### src/rtl/ysyx_22050598_pipe_ctrl.sv
// Pipeline hazard controller: stall/bubble/kill generation and registered PC redirect.
// Optional event counters are built when YSYX_22050598_PERF_CNT_EN is defined.
module ysyx_22050598_pipe_ctrl #(
  parameter int PC_W  = 64,
  parameter int CNT_W = 32
) (
  input  logic             clk,
  input  logic             rst,
  input  logic             load_stall_signal,
  input  logic             ex_redirect_valid,
  input  logic [PC_W-1:0]  ex_redirect_pc,
  input  logic             ex_md_start,
  input  logic             ex_md_done,
  input  logic             mem_req,
  input  logic             mem_ready,
  input  logic             wb_trap_valid,
  input  logic [PC_W-1:0]  wb_trap_pc,
  output logic             stall_if,
  output logic             stall_id,
  output logic             stall_ex,
  output logic             stall_mem,
  output logic             bubble_id,
  output logic             bubble_ex,
  output logic             bubble_mem,
  output logic             bubble_wb,
  output logic             mem_kill,
  output logic             redirect_valid,
  output logic [PC_W-1:0]  redirect_pc,
  output logic [CNT_W-1:0] perf_load_stall,
  output logic [CNT_W-1:0] perf_md_stall,
  output logic [CNT_W-1:0] perf_mem_stall,
  output logic [CNT_W-1:0] perf_flush
);

  typedef enum logic [1:0] {
    RUN     = 2'd0,
    MD_WAIT = 2'd1,
    FLUSH   = 2'd2
  } state_e;

  state_e          state_q, state_d;
  logic            rv_q;
  logic [PC_W-1:0] pc_q, pc_d;
  logic            mem_hold;

  assign mem_hold       = mem_req & ~mem_ready;
  assign redirect_valid = rv_q;
  assign redirect_pc    = pc_q;

  // Prioritised hazard decode: trap, then LSU wait, then per-state rules.
  always_comb begin
    stall_if   = 1'b0;
    stall_id   = 1'b0;
    stall_ex   = 1'b0;
    stall_mem  = 1'b0;
    bubble_id  = 1'b0;
    bubble_ex  = 1'b0;
    bubble_mem = 1'b0;
    bubble_wb  = 1'b0;
    mem_kill   = 1'b0;
    state_d    = state_q;
    pc_d       = pc_q;
    if (rst) begin
      bubble_id  = 1'b1;
      bubble_ex  = 1'b1;
      bubble_mem = 1'b1;
      bubble_wb  = 1'b1;
      state_d    = RUN;
    end else if (wb_trap_valid) begin
      bubble_id  = 1'b1;
      bubble_ex  = 1'b1;
      bubble_mem = 1'b1;
      mem_kill   = mem_req;
      pc_d       = wb_trap_pc;
      state_d    = FLUSH;
    end else if (mem_hold) begin
      stall_if   = 1'b1;
      stall_id   = 1'b1;
      stall_ex   = 1'b1;
      stall_mem  = 1'b1;
      bubble_wb  = 1'b1;
    end else begin
      unique case (state_q)
        RUN: begin
          if (ex_redirect_valid) begin
            bubble_id = 1'b1;
            bubble_ex = 1'b1;
            pc_d      = ex_redirect_pc;
            state_d   = FLUSH;
          end else if (ex_md_start) begin
            if (!ex_md_done) begin
              stall_if   = 1'b1;
              stall_id   = 1'b1;
              stall_ex   = 1'b1;
              bubble_mem = 1'b1;
              state_d    = MD_WAIT;
            end
          end else if (load_stall_signal) begin
            stall_if  = 1'b1;
            stall_id  = 1'b1;
            bubble_ex = 1'b1;
          end
        end
        MD_WAIT: begin
          if (ex_md_done) begin
            state_d = RUN;
          end else begin
            stall_if   = 1'b1;
            stall_id   = 1'b1;
            stall_ex   = 1'b1;
            bubble_mem = 1'b1;
          end
        end
        FLUSH: begin
          bubble_id = 1'b1;
          state_d   = RUN;
        end
        default: state_d = RUN;
      endcase
    end
  end

  // State and redirect registers; redirect_valid mirrors the FLUSH state.
  always_ff @(posedge clk) begin
    if (rst) begin
      state_q <= RUN;
      rv_q    <= 1'b0;
      pc_q    <= '0;
    end else begin
      state_q <= state_d;
      rv_q    <= (state_d == FLUSH);
      pc_q    <= pc_d;
    end
  end

`ifdef YSYX_22050598_PERF_CNT_EN
  logic            act;
  logic            ev_load, ev_md, ev_mem, ev_flush;
  logic [CNT_W-1:0] c_load_q, c_md_q, c_mem_q, c_flush_q;

  assign act      = ~rst & ~wb_trap_valid & ~mem_hold;
  assign ev_load  = act & (state_q == RUN) & ~ex_redirect_valid
                  & ~ex_md_start & load_stall_signal;
  assign ev_md    = act & (((state_q == RUN) & ~ex_redirect_valid
                  & ex_md_start & ~ex_md_done)
                  | ((state_q == MD_WAIT) & ~ex_md_done));
  assign ev_mem   = ~rst & ~wb_trap_valid & mem_hold;
  assign ev_flush = ~rst & (wb_trap_valid
                  | (act & (state_q == RUN) & ex_redirect_valid));

  // Wrapping event counters.
  always_ff @(posedge clk) begin
    if (rst) begin
      c_load_q  <= '0;
      c_md_q    <= '0;
      c_mem_q   <= '0;
      c_flush_q <= '0;
    end else begin
      c_load_q  <= c_load_q + CNT_W'(ev_load);
      c_md_q    <= c_md_q + CNT_W'(ev_md);
      c_mem_q   <= c_mem_q + CNT_W'(ev_mem);
      c_flush_q <= c_flush_q + CNT_W'(ev_flush);
    end
  end

  assign perf_load_stall = c_load_q;
  assign perf_md_stall   = c_md_q;
  assign perf_mem_stall  = c_mem_q;
  assign perf_flush      = c_flush_q;
`else
  assign perf_load_stall = '0;
  assign perf_md_stall   = '0;
  assign perf_mem_stall  = '0;
  assign perf_flush      = '0;
`endif

endmodule

### config.mk
export PLATFORM = sky130hd
export DESIGN_NAME = ysyx_22050598_pipe_ctrl
export DESIGN_NICKNAME = d
export VERILOG_FILES = /design/src/rtl/ysyx_22050598_pipe_ctrl.sv
export SDC_FILE = /design/constraint.sdc
export NUM_CORES = 1
export LEC_CHECK = 0
export ABC_CLOCK_PERIOD_IN_PS = 1950
export CORE_AREA = 3 3 131 133
export DETAILED_ROUTE_END_ITERATION = 8
export DIE_AREA = 0 0 134 136
export HOLD_SLACK_MARGIN = 0.05
export PLACE_DENSITY = 0.67
export SYNTH_ARGS = -nofsm -noshare
export SYNTH_HDL_FRONTEND = slang
export SYNTH_SLANG_ARGS = --single-unit
### constraint.sdc
create_clock -name clk -period 1.95 [get_ports clk]
set_input_delay 0.2925 -clock clk [delete_from_list [all_inputs] [get_ports clk]]
set_output_delay 0.2925 -clock clk [all_outputs]
set_load 0.01 [all_outputs]
==> impl_summary.md, run 1 <==
Status
The flow ran to the end, and the final reports show no timing, DRC or antenna violations.

Floorplan
about 340 I/O pins were placed. For this configuration, the core starts out at a cell density of between 20% and 30%. The die width is between 100 and 150 um. The row count is 46. The total core area is 15900 um2.

Measured along the y axis, the die boundary spans around 140 um. The floorplan step defined a die boundary enclosing 18200 um2.

Clock network
The post-cts sizing count is 9. The tree is rooted in a sky130_fd_sc_hd__clkbuf_16. The CTS tree is yes. The number of buffers inserted to repair setup after CTS is 0. CTS built an H-tree with a depth of 3. Clock latency on the worst-skew pair, taken at its later pin, is between 0.3 and 0.4 ns. The CTS clock-pin slew for the worst setup and hold paths is ~0.06 ns.

The count of hold buffers inserted by post-cts repair is 0. Counting along the longest clock path gives a buffer depth of 2. The TritonCTS buffer count is 9.

The number of sinks driven by the clock tree is 67.

Synth
For this run, the number of Yosys warnings is 0. Synthesis produced a netlist whose cell count is about 530. The post-synthesis area per instance is between 8 and 9 um2. The post-synthesis mux area share is 0%. The synthesized netlist devotes a little over an eighth of its cell area to compound gates. By area, the combinational part of the netlist is dominated by buffers and inverters.

The synthesized netlist devotes 0% of its cell area to XOR and XNOR gates. After Yosys synthesis, and, or, nand and nor cells account for 26.9% of the synthesized area. The summed instance area of the synthesized netlist is roughly 4400 um2. The register bit count reported by yosys is 67. For this run, the register share of the synthesized area comes to 30.6%. Summing the areas of all fa, ha and maj instances in the mapped netlist gives 0% of the synthesized area. The number of different library cells used by synthesis comes to 28.

Layout
The final-stage net count is ~860. The repair_antennas step left the layout with diodes totalling 0. At the end of the flow the core is filled with cells to 40.6%. In the final layout, the share of cells above drive strength 1 is between 7 and 8%. The count of placed standard cells in the final layout, fillers left out is between 900 and 1000. The synthesis-to-finish area growth is 48.0%.

The number of fill cells is 1648.

Global route
met2 is the most crowded layer. The number of global-route vias before repair was 3685. Global routing finished with a remaining overflow of 0. The maximum number of pins on one net before global-route repair is 97. The number of antenna violations at the first check in global routing is 0. The met3 track utilization from global routing is 5.51%. The first global-routing pass estimated between 15000 and 20000 um of wire. For met2 alone, demand over resource in global routing was 22.0%. The overall fraction of global-route tracks in use is 12.6%.

The met1 usage in global routing is between 10 and 15%.

Drt
The count of nets left with antenna violations once routing finished came out at 0. The DRC violation total after the first TritonRoute iteration is 88. The total DRC errors in the routed layout is 0.

After detailed routing, the average wire length per cell comes to about 13 um. Summing over every cut layer, the via total after detailed routing is 4013. Dividing the detail-routed via count by the number of cells gives 4.26.

After detailed routing, the total wire length is about 12000 um. The first TritonRoute pass finished after 4 iterations.

Timing
The number of pins with negative max-slew slack in the final report is 0. Setup repair after global routing left no endpoint under its margin. The routed design could run at a clock period as short as ~1.9 ns.

After layout, the worst path uses between 90% and 100% of the clock period. The relative slew slack is about 64%. Final hold analysis gives a worst-case slack of between 0.3 and 0.4 ns. The maximum clock rate is between 500 and 600 MHz.

Setup violations remaining at the end of the flow were counted as 0. The measured slew at the worst slew-check pin is 0.538 ns. The final hold violation count is 0. On the final layout, the worst clock skew is around 0.0055 ns.

Power
Across the VDD grid, the largest voltage drop is roughly 430 uV. The power density over cell area is about 680 nW/um2. Summed over all cells, the static leakage comes to approximately 2.5 nW. The post-layout total power is approximately 4.4 mW.

Worst setup path
STA classifies the critical path endpoint as an output pin. Data on the critical path arrives at its endpoint at between 1.5 and 2 ns. Walking the worst path, the cells encountered are clkdlybuf4s50_1 -> nor2b_1 -> o21ai_1 -> buf_4 -> a21boi_0 -> dlygate4sd2_1. The worst setup path is of the primary input to output pin kind. The kind of start point of the critical path is a primary input. For the worst setup path, the data required time is 1.66 ns.

Among cell families on the critical path, the largest total delay comes from buffers and inverters. On the worst path, the slowest cell contributes a delay of 0.46 ns. The largest fanout of any net on the critical path is 3. The highest-delay cell along the critical path is sky130_fd_sc_hd__clkdlybuf4s50_1. Counting both buffers and inverters, the worst setup path holds a total of 3.

Place
The count of buffers added on input and output ports is 210. In this run, placement finished with an instance count of 927. Once detailed placement completed, the half-perimeter wirelength came to 9460 um.

The weighted congestion reported at the end of routability-driven placement is between 0.7 and 0.8.

Run
The max-capacitance violation count is 0.

Min path
The min-delay analysis places its worst path in the category primary input to flop.
==> logic make-up (layout without fill, tap and decap cells) <==
family | after synthesis | in the layout
AND/OR/NAND/NOR | 206 | 206
flip-flops | 67 | 67
buffers and inverters | 173 | 247
other | 1 | 128
AO/OA/AOI/OAI | 78 | 78
==> synthesized netlist by cell type (all sizes together) <==
library cell / count / area [um2]
nor3: 130 / 701
a311oi: 1 / 8.76
and2b: 6 / 45.0
dfxtp: 67 / 1340
clkbuf: 21 / 139
a21boi: 1 / 7.51
o21bai: 1 / 7.51
nand3: 1 / 5.00
nand3b: 1 / 7.51
a21oi: 2 / 10.0
o21a: 2 / 15.0
nor2b: 61 / 382
buf: 152 / 1130
nor2: 3 / 13.8
nand2b: 1 / 6.26
and3b: 1 / 8.76
o21ai: 6 / 30.0
and3: 1 / 6.26
a31oi: 1 / 21.3
a211oi: 64 / 480
conb: 1 / 3.75
nand2: 1 / 3.75
==> cell usage in the layout, fill, tap and decap left out, types with 2 or more instances in the layout <==
| cell | Yosys | final |
|---|---|---|
| sky130_fd_sc_hd__clkdlybuf4s50_1 | 0 | 200 |
| sky130_fd_sc_hd__conb_1 | 1 | 128 |
| sky130_fd_sc_hd__nor3_1 | 120 | 120 |
| sky130_fd_sc_hd__dfxtp_1 | 67 | 67 |
| sky130_fd_sc_hd__a211oi_1 | 64 | 64 |
| sky130_fd_sc_hd__nor2b_1 | 61 | 61 |
| sky130_fd_sc_hd__buf_4 | 131 | 16 |
| sky130_fd_sc_hd__nor3_2 | 10 | 10 |
| sky130_fd_sc_hd__clkbuf_16 | 0 | 9 |
| sky130_fd_sc_hd__and2b_1 | 6 | 6 |
| sky130_fd_sc_hd__buf_12 | 0 | 6 |
| sky130_fd_sc_hd__o21ai_0 | 6 | 5 |
| sky130_fd_sc_hd__dlygate4sd2_1 | 0 | 5 |
| sky130_fd_sc_hd__nor2_1 | 2 | 2 |
| sky130_fd_sc_hd__o21a_1 | 2 | 2 |
| sky130_fd_sc_hd__a21oi_1 | 2 | 2 |
| sky130_fd_sc_hd__clkbuf_1 | 15 | 2 |
| sky130_fd_sc_hd__clkbuf_8 | 6 | 2 |
| sky130_fd_sc_hd__clkbuf_2 | 0 | 2 |
==> worst paths after layout <==
check / slack [ns] / cells past startpoint / end / startpoint
worst max register to register: 0.42 / 7 / redirect_pc[43] / state_q[1]
worst min-delay path: 0.35 / 2 / redirect_pc[6] / rst
worst max-delay path: 0.08 / 6 / stall_ex / ex_md_start
worst min register to register: 0.50 / 2 / redirect_pc[25] / redirect_pc[25]
==> per-stage QoR <==
stage	area, um2	setup TNS [ns]	setup WS [ns]
after floorplan	4850	0	0.285
after global placement	6190	-3.64	-0.274
after detailed placement	6190	-4.51	-0.278
after CTS	6480	0	0.0324
after global routing	6480	0	0.00247
final	6480	0	0.0790
==> power breakdown <==
part           leakage [nW]  internal, mW  switching, mW
clock network         0.146          1.05          0.563
registers             0.557          1.49         0.0600
logic                  1.79         0.661          0.561
==> registers in the layout, indices dropped and copies added (netlist names) <==
register and count:
state_q 2, redirect_valid 1, redirect_pc 64
==> metal layers <==
metal	vias to the layer above	wire length, um
met5	-	0
met4	0	142
met3	11	1270
met2	195	6070
met1	1830	4830
li1	1977	-
==> worst reg2reg max path, delay by kind of cell (launching register included) <==
family                 cells  cell delay (ns)
AOI/OAI and AO/OA          2             0.28
buffers and inverters      3             0.52
DFF                        1             0.40
and+or+nand+nor            2             0.24
==> area by class of cell <==
type	instances	area, um2	area share (%)
Multi-Input combinational cell	412	2250	34.7
Clock buffer	13	260	4.02
Tap cell	216	270	4.17
Sequential cell	67	1340	20.7
Clock inverter	2	35.0	0.541
Timing Repair Buffer	232	2320	35.8
Power figures use the tool's default switching activity.
==> inputs of run 2 (changes only) <==
--- a/config.mk
+++ b/config.mk
@@ -7,6 +7,7 @@
 export LEC_CHECK = 0
 export ABC_CLOCK_PERIOD_IN_PS = 1950
 export CORE_AREA = 3 3 131 133
+export CTS_CLUSTER_DIAMETER = 60
 export DETAILED_ROUTE_END_ITERATION = 8
 export DIE_AREA = 0 0 134 136
 export HOLD_SLACK_MARGIN = 0.05
==> results of run 2 <==
The final DEF is identical to that of run 1; final timing and power are the same.
